## src/rtl/barril_ctrl.sv

```systemverilog
// barril_ctrl: barrel object controller for the Donkey Kong VGA pipeline.
// Keeps up to NUM_BARRILES barrel slots, spawns/moves them once per frame and
// maps the VGA scan position onto sprite-local ROM coordinates.
// Optional feature macro: BARRIL_MIRROR_EN (mirror leftward barrels horizontally).
module barril_ctrl #(
    parameter int NUM_BARRILES = 4,
    parameter int SPAWN_PERIOD = 120,
    parameter int SPEED        = 2,
    parameter int SPAWN_X      = 16,
    parameter int SPAWN_Y      = 64,
    parameter int X_MAX        = 624,
    parameter int ROW_STEP     = 48,
    parameter int Y_MAX        = 464
) (
    input  logic       clk,
    input  logic       rst,
    input  logic       frame_tick,
    input  logic       spawn_en,
    input  logic       pix_valid,
    input  logic [9:0] pix_x,
    input  logic [9:0] pix_y,
    output logic [9:0] horz,
    output logic [9:0] vert,
    output logic       sprite_req,
    input  logic [1:0] draw_barril_in,
    output logic [1:0] barril_px,
    output logic       barril_px_valid,
    output logic [2:0] active_count
);

    localparam int CNT_W = (SPAWN_PERIOD > 1) ? $clog2(SPAWN_PERIOD) : 1;
    localparam logic [CNT_W-1:0] CNT_LAST = CNT_W'(SPAWN_PERIOD - 1);
    localparam logic [CNT_W-1:0] CNT_ONE  = CNT_W'(1);

    // 11-bit copies so that edge/bottom comparisons never overflow
    localparam logic [10:0] SPEED_W    = 11'(SPEED);
    localparam logic [10:0] X_MAX_W    = 11'(X_MAX);
    localparam logic [10:0] ROW_STEP_W = 11'(ROW_STEP);
    localparam logic [10:0] Y_MAX_W    = 11'(Y_MAX);
    localparam logic [9:0]  SPEED_10    = 10'(SPEED);
    localparam logic [9:0]  X_MAX_10    = 10'(X_MAX);
    localparam logic [9:0]  ROW_STEP_10 = 10'(ROW_STEP);
    localparam logic [9:0]  SPAWN_X_10  = 10'(SPAWN_X);
    localparam logic [9:0]  SPAWN_Y_10  = 10'(SPAWN_Y);

    // Number of live slots
    function automatic logic [2:0] popcount(input logic [NUM_BARRILES-1:0] v);
        logic [2:0] c;
        c = 3'd0;
        for (int i = 0; i < NUM_BARRILES; i++) begin
            c = c + {2'b00, v[i]};
        end
        return c;
    endfunction

    // Slot state
    logic [NUM_BARRILES-1:0] alive_q, alive_d;
    logic [NUM_BARRILES-1:0] dir_q, dir_d;
    logic [9:0]              x_q [NUM_BARRILES];
    logic [9:0]              x_d [NUM_BARRILES];
    logic [9:0]              y_q [NUM_BARRILES];
    logic [9:0]              y_d [NUM_BARRILES];
    logic [CNT_W-1:0]        frame_cnt_q, frame_cnt_d;

    // Pipeline state
    logic [9:0] horz_q, horz_d;
    logic [9:0] vert_q, vert_d;
    logic       sprite_req_q, sprite_req_d;
    logic [1:0] barril_px_q, barril_px_d;
    logic       barril_px_valid_q, barril_px_valid_d;
    logic [2:0] active_count_q, active_count_d;

    // Frame-update helpers
    logic       spawn_free_s;
    logic [2:0] spawn_idx_s;
    logic       spawn_now_s;
    logic       wrap_s;
    logic [9:0] nx_s;
    logic       ndir_s;
    logic       drop_s;

    // Pixel-path helpers
    logic [10:0] dx_s [NUM_BARRILES];
    logic [10:0] dy_s [NUM_BARRILES];
    logic        hit_s;
    logic [3:0]  hit_dx_s;
    logic [3:0]  hit_dy_s;
`ifdef BARRIL_MIRROR_EN
    logic        hit_dir_s;
`endif

    // Find the lowest-index dead slot (descending scan, last match wins)
    always_comb begin
        spawn_free_s = 1'b0;
        spawn_idx_s  = 3'd0;
        for (int i = NUM_BARRILES - 1; i >= 0; i--) begin
            if (!alive_q[i]) begin
                spawn_free_s = 1'b1;
                spawn_idx_s  = 3'(i);
            end else begin
                spawn_free_s = spawn_free_s;
            end
        end
    end

    // Per-frame spawn counter, spawn and movement of every slot
    always_comb begin
        alive_d     = alive_q;
        dir_d       = dir_q;
        x_d         = x_q;
        y_d         = y_q;
        frame_cnt_d = frame_cnt_q;
        wrap_s      = 1'b0;
        spawn_now_s = 1'b0;
        nx_s        = 10'd0;
        ndir_s      = 1'b0;
        drop_s      = 1'b0;
        if (frame_tick) begin
            wrap_s = (frame_cnt_q == CNT_LAST);
            if (wrap_s) begin
                frame_cnt_d = '0;
            end else begin
                frame_cnt_d = frame_cnt_q + CNT_ONE;
            end
            // a full table simply drops the spawn
            spawn_now_s = wrap_s & spawn_en & spawn_free_s;
            for (int i = 0; i < NUM_BARRILES; i++) begin
                if (spawn_now_s && (spawn_idx_s == 3'(i))) begin
                    // freshly spawned slots hold still for this tick
                    alive_d[i] = 1'b1;
                    dir_d[i]   = 1'b0;
                    x_d[i]     = SPAWN_X_10;
                    y_d[i]     = SPAWN_Y_10;
                end else if (alive_q[i]) begin
                    drop_s = 1'b0;
                    ndir_s = dir_q[i];
                    if (!dir_q[i]) begin
                        if (({1'b0, x_q[i]} + SPEED_W) > X_MAX_W) begin
                            nx_s   = X_MAX_10;
                            ndir_s = 1'b1;
                            drop_s = 1'b1;
                        end else begin
                            nx_s = x_q[i] + SPEED_10;
                        end
                    end else begin
                        if ({1'b0, x_q[i]} < SPEED_W) begin
                            nx_s   = 10'd0;
                            ndir_s = 1'b0;
                            drop_s = 1'b1;
                        end else begin
                            nx_s = x_q[i] - SPEED_10;
                        end
                    end
                    if (drop_s) begin
                        // falling past the bottom retires the slot in place
                        if (({1'b0, y_q[i]} + ROW_STEP_W) > Y_MAX_W) begin
                            alive_d[i] = 1'b0;
                        end else begin
                            x_d[i]   = nx_s;
                            dir_d[i] = ndir_s;
                            y_d[i]   = y_q[i] + ROW_STEP_10;
                        end
                    end else begin
                        x_d[i] = nx_s;
                    end
                end else begin
                    alive_d[i] = alive_q[i];
                end
            end
        end else begin
            frame_cnt_d = frame_cnt_q;
        end
    end

    // Hit test against pre-update positions; lowest index wins
    always_comb begin
        hit_s    = 1'b0;
        hit_dx_s = 4'd0;
        hit_dy_s = 4'd0;
`ifdef BARRIL_MIRROR_EN
        hit_dir_s = 1'b0;
`endif
        for (int i = NUM_BARRILES - 1; i >= 0; i--) begin
            dx_s[i] = {1'b0, pix_x} - {1'b0, x_q[i]};
            dy_s[i] = {1'b0, pix_y} - {1'b0, y_q[i]};
            // upper bits zero means 0 <= d <= 15 (a negative result sets bit 10)
            if (alive_q[i] && (dx_s[i][10:4] == 7'd0) && (dy_s[i][10:4] == 7'd0)) begin
                hit_s    = 1'b1;
                hit_dx_s = dx_s[i][3:0];
                hit_dy_s = dy_s[i][3:0];
`ifdef BARRIL_MIRROR_EN
                hit_dir_s = dir_q[i];
`endif
            end else begin
                hit_s = hit_s;
            end
        end
    end

    // Stage 1: sprite ROM address and request
    always_comb begin
        sprite_req_d = pix_valid & hit_s;
        horz_d       = 10'd0;
        vert_d       = 10'd0;
        if (sprite_req_d) begin
`ifdef BARRIL_MIRROR_EN
            if (hit_dir_s) begin
                horz_d = {6'd0, 4'd15 - hit_dx_s};
            end else begin
                horz_d = {6'd0, hit_dx_s};
            end
`else
            horz_d = {6'd0, hit_dx_s};
`endif
            vert_d = {6'd0, hit_dy_s};
        end else begin
            horz_d = 10'd0;
            vert_d = 10'd0;
        end
    end

    // Stage 2: capture the ROM colour index and the live-slot count
    always_comb begin
        barril_px_d       = 2'b00;
        barril_px_valid_d = 1'b0;
        if (sprite_req_q) begin
            barril_px_d       = draw_barril_in;
            barril_px_valid_d = (draw_barril_in != 2'b00);
        end else begin
            barril_px_d       = 2'b00;
            barril_px_valid_d = 1'b0;
        end
        active_count_d = popcount(alive_d);
    end

    // State and pipeline registers with synchronous reset
    always_ff @(posedge clk) begin
        if (rst) begin
            alive_q           <= '0;
            dir_q             <= '0;
            frame_cnt_q       <= '0;
            horz_q            <= 10'd0;
            vert_q            <= 10'd0;
            sprite_req_q      <= 1'b0;
            barril_px_q       <= 2'b00;
            barril_px_valid_q <= 1'b0;
            active_count_q    <= 3'd0;
            for (int i = 0; i < NUM_BARRILES; i++) begin
                x_q[i] <= 10'd0;
                y_q[i] <= 10'd0;
            end
        end else begin
            alive_q           <= alive_d;
            dir_q             <= dir_d;
            frame_cnt_q       <= frame_cnt_d;
            horz_q            <= horz_d;
            vert_q            <= vert_d;
            sprite_req_q      <= sprite_req_d;
            barril_px_q       <= barril_px_d;
            barril_px_valid_q <= barril_px_valid_d;
            active_count_q    <= active_count_d;
            for (int i = 0; i < NUM_BARRILES; i++) begin
                x_q[i] <= x_d[i];
                y_q[i] <= y_d[i];
            end
        end
    end

    assign horz            = horz_q;
    assign vert            = vert_q;
    assign sprite_req      = sprite_req_q;
    assign barril_px       = barril_px_q;
    assign barril_px_valid = barril_px_valid_q;
    assign active_count    = active_count_q;

endmodule

```

## config.mk

```make
export PLATFORM = sky130hd
export DESIGN_NAME = barril_ctrl
export DESIGN_NICKNAME = d
export VERILOG_FILES = /design/src/rtl/barril_ctrl.sv
export SDC_FILE = /design/constraint.sdc
export NUM_CORES = 1
export LEC_CHECK = 0
export ABC_CLOCK_PERIOD_IN_PS = 4050
export BUFFER_PORTS_ARGS = -buffer_cell sky130_fd_sc_hd__buf_2
export CAP_MARGIN = 20
export CORE_MARGIN = 1
export CORE_UTILIZATION = 35
export CTS_CLUSTER_SIZE = 40
export DETAILED_ROUTE_END_ITERATION = 8
export PLACE_DENSITY = 0.59
export SYNTH_ARGS = -nofsm -noshare
export SYNTH_HDL_FRONTEND = slang
export SYNTH_SLANG_ARGS = --single-unit
```

## constraint.sdc

```tcl
create_clock -name clk -period 4.05 [get_ports clk]
set_clock_uncertainty 0.15 [all_clocks]
set_input_delay 1.0125 -clock clk [delete_from_list [all_inputs] [get_ports clk]]
set_output_delay 1.0125 -clock clk [all_outputs]
set_load 0.02 [all_outputs]
```

## Yosys cells after proc, flatten, opt, wreduce, memory -nomap -nowiden

Index checks and enable logic that the tools add are counted.

- Register bits: 122
- Output and inout bits: 27
- Word-level logic and storage cells: 253
- Input bits: 27

- Equality and inequality tests: 12
- Reduce and logical (&&, ||, !) cells: 40
- Bitwise gates (word level): 5
- Add/subtract/negate cells: 32
- Multiplexer cells: 130
- $lt $le $gt $ge: 12

Operators by type and width:

| operator | number |
|---|---|
| 10-bit 2-to-1 mux | 44 |
| 10-bit by 10-bit subtractor with 11-bit output | 8 |
| 1-bit 2-to-1 mux | 72 |
| 7-bit logical NOT | 8 |
| 10-bit by 2-bit adder with 11-bit output, second input constant | 4 |
| 10-bit by 6-bit adder with 11-bit output, second input constant | 4 |
| 11-bit by 10-bit greater-than comparator with 1-bit output, second input constant | 4 |
| 11-bit by 9-bit greater-than comparator with 1-bit output, second input constant | 4 |
| 10-bit by 2-bit adder with 10-bit output, second input constant | 4 |
| 10-bit by 6-bit adder with 10-bit output, second input constant | 4 |
| 10-bit by 2-bit < comparator with 1-bit output, second input constant | 4 |
| 10-bit by 2-bit subtractor with 10-bit output, second input constant | 4 |
| 4-bit 2-to-1 mux | 9 |
| 2-bit nonzero test | 9 |
| 4-bit AND reduction | 4 |
| 1-bit logical AND | 12 |
| 3-bit != test, second input constant | 4 |
| 3-bit AND reduction | 4 |
| 3-bit 2-to-1 mux | 3 |
| 2-bit != test, second input constant | 4 |
| 7-bit by 1-bit adder with 7-bit output, second input constant | 1 |
| 7-bit equality test, second input constant | 1 |
| 7-bit 2-to-1 mux | 1 |
| 3-bit by 2-bit equality test with 1-bit output, second input constant | 2 |
| 9 further kinds | 13 |

## Depth between registers and ports, before layout

Gate-level depths: netlist (run 1).

- Depth in word-level cells: 15
- Mapped depth: 15
- Gate-level depth less buffers: 14

## Least setup slack after synthesis (run 1)

No wires, ideal clock.

- Path kind: input port to flip-flop
- Start point: input port spawn_en
- End point: register active_count_q[1], in the netlist active_count[1]
- Setup slack: 0.343 ns
- Cell stages on the path: 10
- Library setup time: 0.129 ns
- Required time: 3.771 ns
- Buffers on the path: 1
- Data arrival time: 3.427 ns
- Path through: nand3_1 > nor4_1 > nand2_1 > clkbuf_1 > and2_1 > o21ai_0 > fa_1 > ha_1 > ha_1 > nor2b_1

- Cells in the longest elaborated chain, start to end: 8
- Elaborated cells between the ends (all ways): 14
- Those cells by class: 3 x add/sub; 5 x mux; 2 x bitwise; 4 x reduce/logical

RTL lines:

| item | RTL line | RTL |
|---|---|---|
| from (decl) | 18 | `input logic spawn_en,` |
| 1-bit AND (2 in series) | 126 | `spawn_now_s = wrap_s & spawn_en & spawn_free_s;` |
| 1-bit logical AND | 128 | `if (spawn_now_s && (spawn_idx_s == 3'(i))) begin` |
| 1-bit 2-to-1 mux | 128 |  |
| 4-bit 2-to-1 mux | 118 | `if (frame_tick) begin` |
| via alive_d[1] | 57 | `logic [NUM_BARRILES-1:0] alive_q, alive_d;` |
| 1-bit by 1-bit adder with 2-bit output | 51 | `c = c + {2'b00, v[i]};` |
| 2-bit by 1-bit adder with 3-bit output | 51 |  |
| 3-bit by 1-bit adder with 3-bit output | 51 |  |
| via active_count_d[1] | 71 | `logic [2:0] active_count_q, active_count_d;` |
| to (signal assigned) | 261 | `active_count_q <= active_count_d;` |
| to (decl) | 71 |  |

The timed path passes the listed nets, and every way through them passes these cells.
A chain may end at the register's enable or synchronous reset.

## Worst setup path after layout (run 1)

- Start point: register x_q[1] in the netlist's numbering
- End point: register active_count_q[1], in the netlist active_count[1]

- Cells in the longest elaborated chain, start to end: 12
- Elaborated cells between the ends (all ways): 14
- Those cells by class: 2 x add/sub; 2 x order compare; 10 x mux

RTL lines:

| item | RTL line | RTL |
|---|---|---|
| from (decl) | 59 | `logic [9:0] x_q [NUM_BARRILES];` |
| from (signal, indexed assignment) | 263 | `x_q[i] <= x_d[i];` |
| 10-bit by 2-bit adder with 11-bit output | 138 | `if (({1'b0, x_q[i]} + SPEED_W) > X_MAX_W) begin` |
| 11-bit by 10-bit greater-than comparator with 1-bit output | 138 |  |
| 1-bit 2-to-1 mux | 138 |  |
| 1-bit 2-to-1 mux * | 137 | `if (!dir_q[i]) begin` |
| 1-bit 2-to-1 mux * | 134 | `end else if (alive_q[i]) begin` |
| 1-bit 2-to-1 mux * | 128 |  |
| 1-bit 2-to-1 mux * | 118 |  |
| 1-bit 2-to-1 mux * | 154 | `if (drop_s) begin` |
| 1-bit 2-to-1 mux * | 134 |  |
| 1-bit 2-to-1 mux * | 128 |  |
| 4-bit 2-to-1 mux * | 118 |  |
| via alive_d[3] | 57 |  |
| 3-bit by 1-bit adder with 3-bit output * | 51 |  |
| via active_count_d[1] | 71 |  |

Mark *: on every way through the listed nets, which the timed path passes. The rest lies on a longest branch. The select of a mux whose other input is x is not followed.

==> impl_metrics.env, run 1 <==
export IMPL_setup_violations=0
export IMPL_ant_nets=0
export IMPL_grt_pass1_vias=8547
export IMPL_routed_wirelength_um=27500
export IMPL_post_cts_buffers=0
export IMPL_avgSynthCellArea_um2=7.40
export IMPL_met3_length_um=1400
export IMPL_drc=0
export IMPL_drive_gt1_share_pct=10.0
export IMPL_regArea_um2=1800
export IMPL_pwr_share_clk_pct=41.5
export IMPL_die_width_um=163
export IMPL_syn_instance_count=1228
export IMPL_synthDistinctLibCells=90
export IMPL_fillCellCount=2606
export IMPL_dr_pass1_iters=5
export IMPL_core_area_um2=25300
export IMPL_h_tree_depth=3
export IMPL_cp_start_kind="flop"
export IMPL_finalWorstSetupSlack_ns=0.262
export IMPL_power_density_nw_per_um2=209
export IMPL_cp_data_arrival_time_ns=3.87
export IMPL_syn2layout_area_growth_pct=10.6
export IMPL_ys_seq_area_share_pct=19.8
export IMPL_fin_crit_sh_pct=93.5
export IMPL_multiInputGateArea_um2=6690
export IMPL_ios=54
export IMPL_route_met2_wl_um=12500
export IMPL_intPower_uw=1450
export IMPL_clkTransAtPathRegs_ns=0.07
export IMPL_max_cap_violations=0
export IMPL_maxSlewHeadroom_pct=51.2
export IMPL_clock_root_buffer="clkbuf_16"
export IMPL_worst_slew_pin_slew_ns=0.724
export IMPL_final_cell_mix="nor2_1 (96), inv_1 (94), nand2_1 (89), dfxtp_1 (89)"
export IMPL_cts_sinks=90
export IMPL_place_gp_congestion=0.903
export IMPL_viasPerCell=5.79
export IMPL_grt_pass1_wl_um=44100
export IMPL_fin_nets=1387
export IMPL_grt_max_degree=49
export IMPL_p_switching_uw=650
export IMPL_post_place_ws_ns=0.0699
export IMPL_status="finished, final reports clean"
export IMPL_antenna_diode_count=0
export IMPL_hold_ws_ns=0.354
export IMPL_final_max_slew_viol_count=0
export IMPL_switching_share_pct=31.0
export IMPL_dr_max_layer_used="met4"
export IMPL_required_ns=4.14
export IMPL_design_area_um2=10100
export IMPL_final_min_clock_period_ns=3.79
export IMPL_fp_row_count=58
export IMPL_netlist_area_leader_share_pct=19.8
export IMPL_vdd_drop_max_mv=0.142
export IMPL_synth_edf_count=0
export IMPL_synthTopCellsByArea="dfxtp_1 (20%), ha_1 (11%), a21oi_1 (4.5%)"
export IMPL_clk_latency_ns=0.37
export IMPL_synth_async_reset_ratio_pct=0
export IMPL_grt_antenna_before_repair=0
export IMPL_dr_total_vias=9314
export IMPL_hpwlAfterDp_um=20900
export IMPL_die_area_um2=26600
export IMPL_place_area_um2=9760
export IMPL_dr_first_iter_drc_count=701
export IMPL_gr_usage_all_layers_pct=20.9
export IMPL_fmax_mhz=264
export IMPL_cts_tree="yes"
export IMPL_path_max_fanout=6
export IMPL_synth_seq_cells=90
export IMPL_tns_ns=0
export IMPL_start_util_pct=35.9
export IMPL_grt_overflow_total=0
export IMPL_hold_class="flop to flop"
export IMPL_ctsHoldBuffers=0
export IMPL_p_comb_share_pct=16.2
export IMPL_cp_end_kind="flop"
export IMPL_wire_per_inst_um=17.1
export IMPL_rsz0062_at_grt="no"
export IMPL_clockBufferDepth=2
export IMPL_synth_flop_cell="dfxtp_1"
export IMPL_syn_area_um2=9090
export IMPL_hold_viol_final=0
export IMPL_wl_met1_um=12700
export IMPL_yosys_warnings=0
export IMPL_synth_top_area_cell="dfxtp_1"
export IMPL_seq_power_share_pct=42.3
export IMPL_mostFrequentLayoutCell="nor2_1"
export IMPL_cts_made_buffers=9
export IMPL_die_height_um=163
export IMPL_portBuffers=41
export IMPL_worstSetupPathType="flop to flop"
export IMPL_power_leakage_uw=0.00379
## power groups by stage
stage | Clock [µW] | Sequential [µW] | Combinational (µW)
final | 871 | 888 | 340
after detailed placement | 0 | 909 | 334
after floorplan | 0 | 909 | 243
after global routing | 929 | 888 | 375
after global placement | 0 | 909 | 332
after CTS | 896 | 888 | 336
## synth_stat cells, drive strengths merged (6+ instances only)
| cell | count |
|---|---|
| a211oi | 20 |
| a21o | 16 |
| a21oi | 81 |
| a22oi | 8 |
| a31oi | 19 |
| and2 | 18 |
| and3 | 9 |
| buf | 24 |
| clkbuf | 38 |
| dfxtp | 90 |
| ha | 81 |
| inv | 94 |
| mux2i | 14 |
| nand2 | 89 |
| nand2b | 21 |
| nand3 | 47 |
| nand3b | 7 |
| nand4 | 23 |
| nand4b | 6 |
| nor2 | 97 |
| nor2b | 13 |
| nor3 | 52 |
| nor3b | 8 |
| nor4 | 23 |
| o211ai | 13 |
| o21a | 16 |
| o21ai | 80 |
| o21bai | 8 |
| o221ai | 6 |
| o22ai | 16 |
| o31a | 6 |
| o31ai | 6 |
| or3 | 20 |
| or4 | 10 |
| xnor2 | 36 |
| xor2 | 14 |
## cell families (layout without fill, tap and decap cells)
| family | after synthesis | in the layout | share of synthesized area (%) |
|---|---|---|---|
| AO/OA/AOI/OAI | 365 | 365 | 27.2 |
| buffers and inverters | 157 | 192 | 7.25 |
| XOR/XNOR | 50 | 50 | 4.82 |
| AND/OR/NAND/NOR | 460 | 460 | 26.6 |
| adder cells (fa/ha/maj) | 86 | 86 | 12.2 |
| multiplexers | 18 | 18 | 2.04 |
| flip-flops | 90 | 90 | 19.8 |
| other | 2 | 18 | 0.0826 |
## registers in the layout, indices dropped and copies added (netlist names)
register         flops
active_count         3
alive_q              4
barril_px            2
barril_px_valid      1
dir_q                4
frame_cnt_q          7
horz                 4
sprite_req           1
vert                 4
x_q                 36
y_q                 24
## path summary, 6_finish.rpt
| kind | startpoint | end | slack, ns | depth (start not counted) |
|---|---|---|---|---|
| worst max-delay path | x_q[1] | active_count[1] | 0.26 | 15 |
| worst min-delay path | y_q[29] | y_q[29] | 0.35 | 2 |
| worst max register to register | x_q[1] | active_count[1] | 0.26 | 15 |
| worst min register to register | y_q[29] | y_q[29] | 0.35 | 2 |
## layout make-up
cell class	instances	area share (%)
timing repair buffer	81	5.00
clock inverter	6	0.560
inverter	95	3.55
clock buffer	10	2.28
multi-input combinational	997	66.6
sequential	90	17.9
tap	330	4.11
## stage by stage
step	cells	utilization [%]	power, µW
final	1609	39.7	2100
after global routing	1609	39.7	2190
after CTS	1608	39.7	2120
after detailed placement	1592	38.5	1240
after global placement	1592	38.5	1240
after floorplan	1244	-	1150
## worst max-delay path, cell delays in order (launching register included)
cell      delay (ns)
dfxtp_1         0.44
inv_1           0.09
ha_1            0.32
nor2b_1         0.07
o22ai_1         0.13
a22oi_1         0.10
o311ai_1        0.35
a31oi_1         0.18
or2_2           0.31
o21ai_0         0.15
buf_4           0.15
nand2_1         0.12
fa_1            0.49
ha_1            0.22
ha_1            0.26
nor2b_1         0.12
## repair_timing
action,CTS,global route
setup endpoints to repair,0,1
hold endpoints to repair,0,0
gates resized for setup,0,1
## layer usage
| layer | track usage (%) | vias to the layer above |
|---|---|---|
| li1 | - | 4608 |
| met1 | 27.7 | 4396 |
| met2 | 33.9 | 264 |
| met3 | 2.67 | 46 |
| met4 | 8.58 | 0 |
| met5 | 0 | - |
No activity file was read; power rests on OpenSTA's default activity.
==> inputs of run 2 (changes only) <==
--- a/config.mk
+++ b/config.mk
@@ -11,6 +11,6 @@
 export CORE_MARGIN = 1
-export CORE_UTILIZATION = 35
+export CORE_UTILIZATION = 60
 export CTS_CLUSTER_SIZE = 40
 export DETAILED_ROUTE_END_ITERATION = 8
-export PLACE_DENSITY = 0.59
+export PLACE_DENSITY = 0.87
 export SYNTH_ARGS = -nofsm -noshare
--- a/constraint.sdc
+++ b/constraint.sdc
@@ -4,2 +4,2 @@
 set_output_delay 1.0125 -clock clk [all_outputs]
-set_load 0.02 [all_outputs]
+set_load 0.01 [all_outputs]
==> run 2 against run 1 <==
Against the previous run:
- utilization increased by 28 points
- register-to-register slack got worse by 0.03 ns
- via count increased by 2.2%
- largest power group unchanged
- count of clock-buffer cells in the layout increased by 2
- the run now ends with design-rule violations left
- critical path type unchanged
==> impl_metrics.env, run 2 (synthesis gave the netlist of run 1 again) <==
export IMPL_rsz0062_at_grt="no"
export IMPL_cp_data_arrival_time_ns=3.90
export IMPL_cts_made_buffers=9
export IMPL_final_min_clock_period_ns=3.82
export IMPL_final_cell_mix="nor2_1 (96), inv_1 (94), dfxtp_1 (90), nand2_1 (89)"
export IMPL_fmax_mhz=262
export IMPL_grt_overflow_total=0
export IMPL_design_area_um2=9860
export IMPL_vdd_drop_max_mv=0.209
export IMPL_power_leakage_uw=0.00379
export IMPL_final_max_slew_viol_count=0
export IMPL_p_comb_share_pct=15.9
export IMPL_fp_row_count=44
export IMPL_grt_pass1_wl_um=41900
export IMPL_fin_crit_sh_pct=94.2
export IMPL_seq_power_share_pct=42.6
export IMPL_viasPerCell=6.52
export IMPL_cp_end_kind="flop"
export IMPL_grt_pass1_vias=8649
export IMPL_clock_root_buffer="clkbuf_16"
export IMPL_status="complete, but fails checks"
export IMPL_die_width_um=125
export IMPL_pwr_share_clk_pct=41.5
export IMPL_drive_gt1_share_pct=9.87
export IMPL_ant_nets=0
export IMPL_grt_antenna_before_repair=0
export IMPL_power_density_nw_per_um2=211
export IMPL_cp_start_kind="flop"
export IMPL_fillCellCount=1264
export IMPL_worstSetupPathType="flop to flop"
export IMPL_dr_first_iter_drc_count=759
export IMPL_die_height_um=125
export IMPL_ios=54
export IMPL_wire_per_inst_um=17.6
export IMPL_place_gp_congestion=0.952
export IMPL_p_switching_uw=599
export IMPL_switching_share_pct=28.7
export IMPL_routed_wirelength_um=25700
export IMPL_top_register="x_q"
export IMPL_path_max_fanout=6
export IMPL_syn2layout_area_growth_pct=8.51
export IMPL_failed_checks="design-rule violations"
export IMPL_grt_max_degree=48
export IMPL_clockBufferDepth=2
export IMPL_mostFrequentLayoutCell="nor2_1"
export IMPL_place_area_um2=9550
export IMPL_clkTransAtPathRegs_ns=0.07
export IMPL_top_regs="x_q x36, y_q x24, frame_cnt_q x7"
export IMPL_portBuffers=41
export IMPL_maxSlewHeadroom_pct=47.2
export IMPL_h_tree_depth=3
export IMPL_dr_pass1_iters=9
export IMPL_start_util_pct=62.1
export IMPL_ctsHoldBuffers=0
export IMPL_hold_viol_final=0
export IMPL_worst_slew_pin_slew_ns=0.781
export IMPL_intPower_uw=1490
export IMPL_gr_usage_all_layers_pct=32.9
export IMPL_required_ns=4.14
export IMPL_largest_reg_flops=36
export IMPL_antenna_diode_count=0
export IMPL_fin_nets=1384
export IMPL_hpwlAfterDp_um=19300
export IMPL_tns_ns=0
export IMPL_clk_latency_ns=0.36
export IMPL_max_cap_violations=0
export IMPL_die_area_um2=15600
export IMPL_cts_tree="yes"
export IMPL_drc=4
export IMPL_dr_total_vias=9518
export IMPL_hold_class="flop to flop"
export IMPL_core_area_um2=14600
export IMPL_setup_violations=0
export IMPL_cts_sinks=90
-- run 2: cell count changes in the layout (fill, tap and decap cells not counted) --
cell / change
buf_4: -3
clkbuf_2: +1
clkinv_4: +1
buf_2: -1
inv_8: -2
clkbuf_1: -1
inv_6: -1
nand3_2: +1
clkbuf_8: +3
nand3_1: -1
dfxtp_2: -1
dfxtp_1: +1
-- run 2: power by group through the flow --
stage | Combinational [µW] | Clock, µW | Sequential [µW]
after CTS | 322 | 874 | 888
after global routing | 363 | 905 | 888
after detailed placement | 319 | 0 | 909
final | 331 | 865 | 888
after global placement | 312 | 0 | 909
after floorplan | 238 | 0 | 909
-- run 2: critical path, stage by stage (launching register included) --
cell     delay (ns)
dfxtp_1        0.34
ha_1           0.29
and2_1         0.20
and2_1         0.21
a41o_1         0.28
or4_1          0.52
nand3_2        0.13
a21o_1         0.13
and2_1         0.20
o21ai_0        0.17
fa_1           0.47
ha_1           0.21
ha_1           0.26
nor2b_1        0.12
-- run 2: per-stage QoR --
stage                     setup WS, ns  util [%]  power [µW]  cells  hold slack [ns]
after floorplan                  0.343         -        1150   1244            0.310
after global placement           0.133      65.2        1220   1443            0.326
after CTS                        0.232      67.3        2080   1459            0.345
after detailed placement        0.0358      65.2        1230   1443            0.334
after global routing            0.0131      67.4        2160   1460            0.369
final                            0.233      67.4        2080   1460            0.344
-- run 2: area by class of cell --
class,count,area [µm²],share of cell area (%)
Timing Repair Buffer,78,480,4.87
Clock inverter,4,33.8,0.342
Clock buffer,12,267,2.70
Sequential cell,90,1800,18.3
Inverter,95,357,3.61
Tap cell,184,230,2.33
Multi-Input combinational cell,997,6700,67.9
-- run 2: repair_timing --
item / 4_1_cts / 5_1_grt
resized for setup: 0 / 1
endpoints found under the setup margin: 0 / 1
buffers inserted: 0 / 0
-- run 2: final timing paths --
kind                 from         endpoint  slack, ns  cells past startpoint
hold reg to reg   x_q[11]          x_q[11]       0.34                      2
setup / recovery  x_q[21]  active_count[1]       0.23                     13
setup reg to reg  x_q[21]  active_count[1]       0.23                     13
hold / removal    x_q[11]          x_q[11]       0.34                      2
-- run 2: metal layers --
layer  GRT usage (%)  vias up  wire length, µm
li1                -     4602                -
met1            44.3     4398            11200
met2            52.7      449            11400
met3            4.66       69             2190
met4            13.3        0              811
met5               0        -                0
==> inputs of run 3 (changes only) <==
Settings changed: CORE_ASPECT_RATIO from default to 2, CTS_CLUSTER_SIZE 40 to default.
==> run 3 against run 2 <==
Against the previous run:
- the flow still finishes with violations (design-rule violations)
- hold slack gained 0.0077 ns
- clock power grew 3.4%
- first-iteration DRC count shrank 9.7%
- fmax shrank 2.7%
- count of clock-buffer cells in the layout shrank 2
- via count grew 3.7%
- die area grew 0.19%
- critical path depth grew 1
- utilization shrank 0.25 points
- wire length grew 10%
- sequential cell count is the same
- sequential power is essentially flat
- critical endpoint unchanged
- largest power group is now the clock network
==> impl_metrics.env, run 3 (synthesis gave the netlist of run 1 again) <==
export IMPL_p_comb_share_pct=16.1
export IMPL_wire_per_inst_um=19.1
export IMPL_final_util_pct=67.1
export IMPL_hold_viol_final=0
export IMPL_power_density_nw_per_um2=214
export IMPL_fillCellCount=1287
export IMPL_required_ns=4.13
export IMPL_pwr_share_clk_pct=42.1
export IMPL_power_leakage_uw=0.00381
export IMPL_tns_ns=0
export IMPL_vdd_drop_max_mv=0.153
export IMPL_die_width_um=89.0
export IMPL_setup_violations=0
export IMPL_rr_endpoint="active_count[1]"
export IMPL_viasPerCell=6.68
export IMPL_dr_total_vias=9866
export IMPL_clkTransAtPathRegs_ns=0.07
export IMPL_fp_row_count=63
export IMPL_mostFrequentLayoutCell="nor2_1"
export IMPL_post_cts_buffers=0
export IMPL_min_from="frame_cnt_q[6]"
export IMPL_switching_share_pct=28.6
export IMPL_p_switching_uw=608
export IMPL_dr_first_iter_drc_count=685
export IMPL_ctsHoldBuffers=0
export IMPL_top_register="x_q"
export IMPL_cp_start_kind="flop"
export IMPL_portBuffers=41
export IMPL_antenna_diode_count=0
export IMPL_cts_tree="yes"
export IMPL_final_cell_mix="nor2_1 (96), inv_1 (94), nand2_1 (89), dfxtp_1 (87), a21oi_1 (81)"
export IMPL_clock_root_buffer="clkbuf_16"
export IMPL_final_min_clock_period_ns=3.92
export IMPL_rr_worst_depth=14
export IMPL_fin_nets=1389
export IMPL_core_area_um2=14800
export IMPL_cp_end_kind="flop"
export IMPL_max_cap_violations=0
export IMPL_cts_sinks=90
export IMPL_die_area_um2=15700
export IMPL_grt_pass1_vias=9691
export IMPL_path_max_fanout=5
export IMPL_reg2reg_from="x_q[21]"
export IMPL_met3_usage_pct=9.82
export IMPL_drc=1
export IMPL_fmax_mhz=255
export IMPL_hold_class="flop to flop"
export IMPL_place_gp_congestion=1.03
export IMPL_top_usage_layer="met2"
export IMPL_worst_slew_pin_slew_ns=0.703
export IMPL_hold_end="frame_cnt_q[6]"
export IMPL_drive_gt1_share_pct=10.6
export IMPL_ant_nets=0
export IMPL_cts_made_buffers=9
export IMPL_ios=54
export IMPL_grt_overflow_total=0
export IMPL_regArea_um2=1810
export IMPL_hpwlAfterDp_um=21300
export IMPL_final_max_slew_viol_count=0
export IMPL_status="complete, but fails checks"
export IMPL_clockBufferDepth=2
export IMPL_die_height_um=176
export IMPL_clk_latency_ns=0.36
export IMPL_intPower_uw=1520
export IMPL_use_met2_pct=65.2
export IMPL_rrSetupSlack_ns=0.13
export IMPL_fin_crit_sh_pct=96.8
export IMPL_maxSlewHeadroom_pct=52.5
export IMPL_grt_antenna_before_repair=1
export IMPL_worstSetupPathType="flop to flop"
export IMPL_rsz0062_at_grt="no"
export IMPL_routed_wirelength_um=28200
export IMPL_h_tree_depth=3
export IMPL_globalRouteMet1Util_pct=36.7
export IMPL_seq_power_share_pct=41.8
export IMPL_largest_reg_flops=36
export IMPL_start_util_pct=61.3
export IMPL_multiInputGateArea_um2=6720
export IMPL_dr_pass1_iters=9
export IMPL_grt_max_degree=43
export IMPL_gr_usage_all_layers_pct=37.7
export IMPL_grt_pass1_wl_um=45800
export IMPL_failed_checks="design-rule violations"
export IMPL_syn2layout_area_growth_pct=9.40
export IMPL_cp_data_arrival_time_ns=4.00
export IMPL_top_regs="x_q x36, y_q x24, frame_cnt_q x7"
export IMPL_whs_path_depth=2
==> run 3: repair_timing <==
action                                  CTS  global route
hold endpoints to repair                  0             0
resized for setup                         0             7
endpoints found under the setup margin    0             3
==> run 3: how the worst max path moves through the flow <==
| stage | cells past startpoint | end | start |
|---|---|---|---|
| 2_1_floorplan | 10 | active_count[1] | spawn_en |
| 3_3_place_gp | 12 | horz[1] | pix_x[1] |
| 3_5_place_dp | 12 | horz[1] | pix_x[1] |
| 4_1_cts | 14 | active_count[1] | x_q[1] |
| 5_1_grt | 14 | active_count[1] | x_q[21] |
| 6_report | 14 | active_count[1] | x_q[21] |
==> run 3: per-stage QoR <==
step                cell area (µm²)  std cells  total power (µW)  setup WS (ns)  hold WS, ns
global placement               9610       1459              1230         0.0934        0.322
finish                         9950       1476              2120          0.129        0.352
detailed placement             9610       1459              1230         0.0142        0.337
global route                   9950       1476              2190        0.00109        0.375
CTS                            9910       1475              2120         0.0779        0.347
floorplan                      9150       1244              1150          0.343        0.310
==> run 3: final cells by class <==
cell class / count / area share [%]
Multi-Input combinational cell: 997 / 67.5
Sequential cell: 90 / 18.2
Timing Repair Buffer: 83 / 5.23
Inverter: 95 / 3.59
Tap cell: 195 / 2.45
Clock buffer: 10 / 2.40
Clock inverter: 6 / 0.654
==> run 3: per-layer routing <==
layer / wire, µm / share of wire (%)
met1: 9470 / 34
met2: 14200 / 50
met3: 2140 / 7.6
met4: 2410 / 8.5
met5: 10 / 0.035
==> run 3: power by group through the flow <==
stage / Clock (µW) / Sequential (µW) / Combinational (µW)
6_report: 894 / 888 / 342
5_1_grt: 932 / 888 / 373
4_1_cts: 901 / 888 / 328
3_5_place_dp: 0 / 909 / 324
3_3_place_gp: 0 / 909 / 317
2_1_floorplan: 0 / 909 / 238
==> run 3: worst max-delay path, stage by stage, from the launching register on <==
cell	delay, ns
dfxtp_2	0.41
inv_1	0.13
ha_1	0.33
nor2b_1	0.07
o22ai_1	0.14
a22oi_1	0.15
or4_1	0.59
nand3_1	0.12
a21o_1	0.14
and2_1	0.18
o21ai_0	0.26
fa_1	0.52
ha_1	0.22
ha_1	0.26
nor2b_1	0.12
